--- src/rtl/hazard_pkg.sv ---
// Shared types and constants for the pipeline hazard controller.
// Latency: none (declarations only).
// Backpressure: none (declarations only).
package hazard_pkg;

    typedef enum logic [1:0] {
        RUN      = 2'd0,
        MEM_WAIT = 2'd1,
        TIMEOUT  = 2'd2
    } hz_state_t;

    localparam int                    REG_ADDR_W = 5;
    localparam logic [REG_ADDR_W-1:0] REG_ZERO   = 5'd0;

    // True when a load destination feeds one of the ID-stage sources; r0 never counts.
    function automatic logic dest_feeds_src(
        input logic [REG_ADDR_W-1:0] dest,
        input logic [REG_ADDR_W-1:0] rs,
        input logic [REG_ADDR_W-1:0] rt,
        input logic                  uses_rt
    );
        return (dest != REG_ZERO) && ((dest == rs) || (uses_rt && (dest == rt)));
    endfunction

endpackage

--- src/rtl/hazard_control_unit_load_use_detector.sv ---
// Load-use detector: flags an ID instruction that reads the register an EX-stage load is still fetching.
// Latency: purely combinational (0 cycles).
// Backpressure: none; the top decides whether the hazard turns into a stall.
module load_use_detector
    import hazard_pkg::*;
(
    input  logic                  mem_read_EX,
    input  logic [REG_ADDR_W-1:0] write_addr_EX,
    input  logic [REG_ADDR_W-1:0] rs_ID,
    input  logic [REG_ADDR_W-1:0] rt_ID,
    input  logic                  uses_rt_ID,
    output logic                  hazard
);

    // rt only matters when the ID instruction really reads it (e.g. not for immediates).
    assign hazard = mem_read_EX && dest_feeds_src(write_addr_EX, rs_ID, rt_ID, uses_rt_ID);

endmodule

--- src/rtl/hazard_control_unit.sv ---
// Pipeline hazard controller: freeze on data-memory waits, flush on taken branches, one bubble per load-use hazard.
// Latency: stall/flush outputs are combinational from state and inputs (0 cycles); FSM, wait counter and perf counters update on clk.
// Backpressure: an unfinished MEM access freezes IF/ID/EX/MEM until mem_ready_MEM; HAZARD_PERF_CNT_EN adds stall/flush counters.
module hazard_control_unit
    import hazard_pkg::*;
#(
    parameter int MEM_TIMEOUT = 256,
    parameter int CNT_W       = 32
)
(
    input  logic                  clk,
    input  logic                  rst,
    input  logic                  mem_read_EX,
    input  logic [REG_ADDR_W-1:0] write_addr_EX,
    input  logic [REG_ADDR_W-1:0] rs_ID,
    input  logic [REG_ADDR_W-1:0] rt_ID,
    input  logic                  uses_rt_ID,
    input  logic                  branch_taken_EX,
    input  logic                  mem_req_MEM,
    input  logic                  mem_ready_MEM,
    output logic                  stall_IF,
    output logic                  stall_ID,
    output logic                  stall_EX,
    output logic                  stall_MEM,
    output logic                  flush_ID,
    output logic                  flush_EX,
    output logic                  mem_timeout,
    output logic [CNT_W-1:0]      stall_cycles,
    output logic [CNT_W-1:0]      flush_count
);

    // wait_cnt only has to reach MEM_TIMEOUT-1; with the timeout disabled it simply wraps.
    localparam int                WAIT_W     = (MEM_TIMEOUT > 1) ? $clog2(MEM_TIMEOUT) : 1;
    localparam bit                TIMEOUT_EN = (MEM_TIMEOUT != 0);
    localparam logic [WAIT_W-1:0] WAIT_LAST  = WAIT_W'((MEM_TIMEOUT > 0) ? MEM_TIMEOUT - 1 : 0);

    hz_state_t         state;
    hz_state_t         state_nxt;
    logic [WAIT_W-1:0] wait_cnt;
    logic              freeze;
    logic              load_use;

    load_use_detector u_load_use (
        .mem_read_EX   (mem_read_EX),
        .write_addr_EX (write_addr_EX),
        .rs_ID         (rs_ID),
        .rt_ID         (rt_ID),
        .uses_rt_ID    (uses_rt_ID),
        .hazard        (load_use)
    );

    // Next state and freeze request; the release cycle of MEM_WAIT is not frozen.
    always_comb begin
        state_nxt = state;
        freeze    = 1'b0;
        unique case (state)
            RUN: begin
                if (mem_req_MEM && !mem_ready_MEM) begin
                    freeze    = 1'b1;
                    state_nxt = MEM_WAIT;
                end
            end
            MEM_WAIT: begin
                if (mem_ready_MEM) begin
                    state_nxt = RUN;
                end else begin
                    freeze = 1'b1;
                    if (TIMEOUT_EN && (wait_cnt == WAIT_LAST)) begin
                        state_nxt = TIMEOUT;
                    end
                end
            end
            TIMEOUT: begin
                freeze = 1'b1;
            end
            default: begin
                state_nxt = RUN;
            end
        endcase
    end

    // Stall/flush priority: freeze, then branch flush (ID dies, so its hazard is moot), then load-use bubble.
    always_comb begin
        stall_IF  = 1'b0;
        stall_ID  = 1'b0;
        stall_EX  = 1'b0;
        stall_MEM = 1'b0;
        flush_ID  = 1'b0;
        flush_EX  = 1'b0;
        if (!rst) begin
            if (freeze) begin
                stall_IF  = 1'b1;
                stall_ID  = 1'b1;
                stall_EX  = 1'b1;
                stall_MEM = 1'b1;
            end else if (branch_taken_EX) begin
                flush_ID = 1'b1;
                flush_EX = 1'b1;
            end else if (load_use) begin
                stall_IF = 1'b1;
                stall_ID = 1'b1;
                flush_EX = 1'b1;
            end
        end
    end

    // State register, MEM_WAIT dwell counter and the sticky timeout flag.
    always_ff @(posedge clk) begin
        if (rst) begin
            state       <= RUN;
            wait_cnt    <= '0;
            mem_timeout <= 1'b0;
        end else begin
            state <= state_nxt;
            if ((state == MEM_WAIT) && (state_nxt == MEM_WAIT)) begin
                wait_cnt <= wait_cnt + 1'b1;
            end else begin
                wait_cnt <= '0;
            end
            if (state_nxt == TIMEOUT) begin
                mem_timeout <= 1'b1;
            end
        end
    end

`ifdef HAZARD_PERF_CNT_EN
    logic [CNT_W-1:0] stall_q;
    logic [CNT_W-1:0] flush_q;
    logic             branch_flush;

    assign branch_flush = !rst && !freeze && branch_taken_EX;

    // Saturating counters of front-end stall cycles and branch-flush cycles.
    always_ff @(posedge clk) begin
        if (rst) begin
            stall_q <= '0;
            flush_q <= '0;
        end else begin
            if (stall_IF && (stall_q != '1)) begin
                stall_q <= stall_q + 1'b1;
            end
            if (branch_flush && (flush_q != '1)) begin
                flush_q <= flush_q + 1'b1;
            end
        end
    end

    assign stall_cycles = stall_q;
    assign flush_count  = flush_q;
`else
    assign stall_cycles = '0;
    assign flush_count  = '0;
`endif

endmodule

--- config.mk ---
export PLATFORM = sky130hd
export DESIGN_NAME = hazard_control_unit
export DESIGN_NICKNAME = d
export VERILOG_FILES = /design/src/rtl/hazard_pkg.sv /design/src/rtl/hazard_control_unit_load_use_detector.sv /design/src/rtl/hazard_control_unit.sv
export SDC_FILE = /design/constraint.sdc
export NUM_CORES = 1
export LEC_CHECK = 0
export ABC_AREA = 0
export ABC_CLOCK_PERIOD_IN_PS = 3600
export BUFFER_PORTS_ARGS = -buffer_cell sky130_fd_sc_hd__buf_2
export CORE_MARGIN = 3
export CORE_UTILIZATION = 43
export CTS_CLUSTER_DIAMETER = 40
export DETAILED_ROUTE_END_ITERATION = 7
export GPL_TIMING_DRIVEN = 0
export PLACE_DENSITY = 0.87
export SLEW_MARGIN = 40
export SYNTH_ARGS = -nofsm -noshare
export SYNTH_HDL_FRONTEND = slang
export SYNTH_HIERARCHICAL = 1
export SYNTH_SLANG_ARGS = --single-unit
--- constraint.sdc ---
create_clock -name clk -period 3.6 [get_ports clk]
set_input_delay 0.36 -clock clk [delete_from_list [all_inputs] [get_ports clk]]
set_output_delay 0.36 -clock clk [all_outputs]
set_load 0.02 [all_outputs]
Yosys cells after proc, flatten, opt, wreduce, memory -nomap -nowiden
Cells that the tools add are included.
{ "word_totals": {"regBits": 11, "in_bits": 22, "output_inout_bits": 71, "elab_cells": 41} }
{ "classes": {"addsub": 1, "eq_ne": 7, "mux": 19, "bitwise_logic": 1, "reduce_logical": 10} }
{ "ops": {"columns": ["operator", "n"], "rows": [
  ["1-bit two-way mux", 14],
  ["5-bit equality test", 2],
  ["8-bit by 1-bit adder with 8-bit output, second input constant", 1],
  ["8-bit equality test, second input constant", 1],
  ["2-bit two-way mux", 3],
  ["2-bit case mux with 3 select lines", 1],
  ["1-bit logical AND", 5],
  ["5-bit nonzero test", 1],
  ["2-bit by 1-bit equality test with 1-bit output, second input constant", 2],
  ["2-bit equality test, second input constant", 2],
  ["1-bit case mux with 3 select lines", 1],
  ["2-bit logical NOT", 1],
  ["2-bit OR reduction", 1],
  ["1-bit logical NOT", 1],
  ["1-bit logical OR", 1],
  ["1-bit inverter", 1]
]} }

Longest topological paths before layout
{ "depth": {"ltp_word": 9, "ltp_mapped": 7, "mapped_depth_nobuf": 6} }

Cells and area by module
The synthesis kept the hierarchy.
{ "modules_own_cells": {"columns": ["mod", "instances", "cells_per_inst", "area_each_um2", "seq_area_each_um2"], "rows": [
  ["hazard_control_unit", 1, 127, 1047.3, 220.2],
  ["load_use_detector", 1, 17, 132.6, 0.0]
]} }

Worst setup path after synthesis
OpenSTA, ideal clock, no wires.
{ "synth_timing": {"kind": "input-to-output", "start": "in write_addr_EX[3]", "end": "out stall_IF", "arrival_ns": 1.728, "required_time_ns": 3.240, "slack_ns": 1.512, "path_stages": 7, "path_buffers": 1, "path_cell_list": "xor2_1 -> nor4_2 -> nand3_1 -> a21oi_1 -> nand2b_1 -> a21oi_1 -> buf_4"} }
{ "synth_via": {"elab_chain_cells": 9, "word_cells_on_any_way": 11, "classes_between": "eq/ne (2); mux (4); reduce/logical (5)"} }
{ "synth_rtl": {"columns": ["element", "line_no", "text"], "rows": [
  ["start, declared", "hazard_control_unit.sv:14", "input logic [REG_ADDR_W-1:0] write_addr_EX,"],
  ["5-bit equality test", "hazard_pkg.sv:22", "return (dest != REG_ZERO) && ((dest == rs) || (uses_rt && (dest == rt)));"],
  ["1-bit logical AND", "hazard_pkg.sv:22", null],
  ["1-bit logical OR", "hazard_pkg.sv:22", null],
  ["1-bit logical AND (*)", "hazard_pkg.sv:22", null],
  ["1-bit logical AND (*)", "hazard_control_unit_load_use_detector.sv:16", "assign hazard = mem_read_EX && dest_feeds_src(write_addr_EX, rs_ID, rt_ID, uses_rt_ID);"],
  ["via load_use", "hazard_control_unit.sv:41", "logic load_use;"],
  ["1-bit two-way mux (*) (4 in a row)", null, null],
  ["end, declared", "hazard_control_unit.sv:21", "output logic stall_IF,"]
]} }
Mark *: on every way through the listed nets, which the timed path passes. The rest lies on a longest branch.

Worst setup path in the final report
{ "layout_timing": {"start": "in write_addr_EX[3]", "end": "out stall_IF"} }
{ "layout_via": {"elab_chain_cells": 9, "word_cells_on_any_way": 11, "classes_between": "eq/ne (2); mux (4); reduce/logical (5)"} }
{ "layout_rtl": {"columns": ["element", "line_no", "text"], "rows": [
  ["5-bit equality test", "hazard_pkg.sv:22", null],
  ["1-bit logical AND", "hazard_pkg.sv:22", null],
  ["1-bit logical OR", "hazard_pkg.sv:22", null],
  ["1-bit logical AND (*)", "hazard_pkg.sv:22", null],
  ["1-bit logical AND (*)", "hazard_control_unit_load_use_detector.sv:16", null],
  ["via load_use", "hazard_control_unit.sv:41", null],
  ["1-bit two-way mux (*)", "hazard_control_unit.sv:99", "end else if (load_use) begin"],
  ["1-bit two-way mux (*)", "hazard_control_unit.sv:96", "end else if (branch_taken_EX) begin"],
  ["1-bit two-way mux (*)", "hazard_control_unit.sv:91", "if (freeze) begin"],
  ["1-bit two-way mux (*)", "hazard_control_unit.sv:90", "if (!rst) begin"]
]} }
Marked as above.

==> flow_summary.yaml <==
grt:
  antenna_found_initial: 0
  grt_start_max_net_pins: 9
  grt_usage: 0.1106
  grt_pass1_vias: 770
  grt_pass1_wl_um: 3029
  overflow: 0
place:
  gp_congestion: 0.7789
  dp_hpwl_um: 1943
  place_worst_setup_slack_ps: 1456
  numPortBuffers: 28
  post-place-cells: 265
  post_dp_cell_area_um2: 1594
drt:
  wl_um: 2111
  vias: 995
  first_pass_iters: 4
  via_per_inst: 3.699
  wl_per_cell_um: 7.848
  first_iter_violations: 1
  drc: 0
  drtAntennaViolNets: 0
logic_synthesis:
  ys_async_sr_fraction: 0
  synth_ff_type: "dfxtp_1"
  syn-cell-area_um2: 1180
  yosysUniqueCellTypes: 37
  syn_inst: 144
  avgSynthCellArea_um2: 8.194
  yosysSeqAreaShare: 0.1866
  synth_seq_cells: 11
  synth_edf_count: 0
  yosysWarnings: 6
setup_path:
  cp_max_fo: 3
  required_ps: 3240
  worst_r2r_startpoint: "wait_cnt[0]"
  crit_path_end_kind: "output port"
  slowest_delay_ps: 290
  crit_path_top_delay_cell: "nor4_2"
  path_class: "input pin to output port"
  crit_end: "stall_IF"
  crit_arrival_ps: 1760
  cp_num_cells: 9
  critPathTopFamily: "simple AND/OR/NAND/NOR gates"
  critPathLaunchType: "input pin"
  r2r_slack_ps: 2160
  reg2reg_depth: 4
  r2r_end: "wait_cnt[6]"
  path_buf_inv: 3
  critPathLaunch: "write_addr_EX[3]"
  worstPathCellList: "buf_2 > xor2_1 > nor4_2 > nand3_1 > a21oi_1 > nand2b_1 > a21oi_1 > buf_4 > buf_2"
sta:
  hold_viol: 0
  rsz0062_at_grt: "false"
  finalSetupTns_ps: 0
  setup_viol: 0
  clock.fmax_mhz: 472.3
  fin_ws_ps: 1483
  fin_crit_ps: 2117
  post-route-period-util: 0.5881
  timing.final.max_slew_violations: 0
  whs_ps: 376.5
  skew_ps: 0.3323
layout:
  layout.cells.most_common_list: "66 x buf_4, 64 x conb_1, 28 x buf_2"
  nNetsFinal: 263
  layout_commonest_cell: "buf_4"
  n_antenna_cell: 0
  area_delta_synth_final_pct: 37.33
  fin_cells: 269
  final_area_um2: 1620
  final_core_util: 0.6367
  drive_gt1_frac: 0.4519
floorplan:
  die-area_um2: 3408
  pin_count: 93
  die_width_um: 58.38
  start_util: 0.4636
  die_y_um: 58.38
  rows: 18
  coreArea_um2: 2545
min_path:
  hold_start: "rst"
  hold_class: "input pin to register"
cts:
  h-tree-depth: 1
  hold_buffers: 0
  cts_buffers: 3
  cts_tree: "built"
  clock_latency_ps: 270
  cts_resized: 0
  clk_pin_slew_ps: 70
  cts_root_buf: "clkbuf_4"
  clock_sinks: 11
  postCtsSetupBuffers: 0
  clockBufferDepth: 2
run:
  maxCapViolations: 0
power:
  peakVddDrop_uv: 143.9
  cellPowerDensity_nw_per_um2: 227.1
  total_power_uw: 367.9
  power.leakage_nw: 0.8988
status:
  status: "complete, no violations"
## cell usage after synthesis, types with 3 or more instances
| cell type | count | share of area |
|---|---|---|
| inv_1 | 3 | 0.0095 |
| dfxtp_1 | 11 | 0.19 |
| nor2_1 | 6 | 0.019 |
| a21oi_1 | 5 | 0.021 |
| xnor2_1 | 5 | 0.037 |
| buf_4 | 66 | 0.42 |
| xor2_1 | 7 | 0.052 |
| nand3_1 | 3 | 0.013 |
## power breakdown
part           switching, mW  internal (mW)  total (mW)
combinational         0.0908         0.0688       0.160
sequential          0.000764          0.122       0.123
clock                 0.0423         0.0429      0.0852
## flip-flops by register name (all words and copies together) (netlist names)
name,flops
wait_cnt,8
state,2
mem_timeout,1
## routing by layer
layer | up-vias | track usage | part of all wire
met3 | 5 | 0.01974 | 0.12
met5 | - | 0 | 0
li1 | 540 | - | -
met4 | 0 | 0.04967 | 0.019
met2 | 55 | 0.2137 | 0.51
met1 | 395 | 0.1135 | 0.35
## final cells by class
| cell class | instances | area [µm²] |
|---|---|---|
| Clock buffer | 4 | 26.28 |
| Sequential cell | 11 | 220.2 |
| Inverter | 3 | 11.26 |
| Tap cell | 30 | 37.54 |
| Buffer | 67 | 506.7 |
| Timing Repair Buffer | 28 | 140.1 |
| Fill cell | 238 | 924.6 |
| Multi-Input combinational cell | 126 | 678.2 |
## logic make-up after synthesis
logic type / after synthesis / synth area share
and+or+nand+nor: 32 / 0.1707
buffers and inverters: 70 / 0.4390
adders and majority gates: 1 / 0.01060
other: 1 / 0.003178
DFF: 11 / 0.1866
AOI/OAI and AO/OA: 17 / 0.1007
xor gates and xnor gates: 12 / 0.08908
## worst register-to-register path, stage by stage (launching register included)
cell     delay [ps]
dfxtp_1         410
ha_1            250
nand3_2         190
or3_1           380
a21oi_1         140
## worst min path at each step
stage / end / slack (ps) / cells past startpoint
floorplan: state[0] / 430 / 1
global placement: state[0] / 460 / 1
detailed placement: state[0] / 470 / 1
CTS: mem_timeout / 370 / 2
global route: mem_timeout / 390 / 2
finish: mem_timeout / 380 / 2
(Power assumes the default switching activity.)
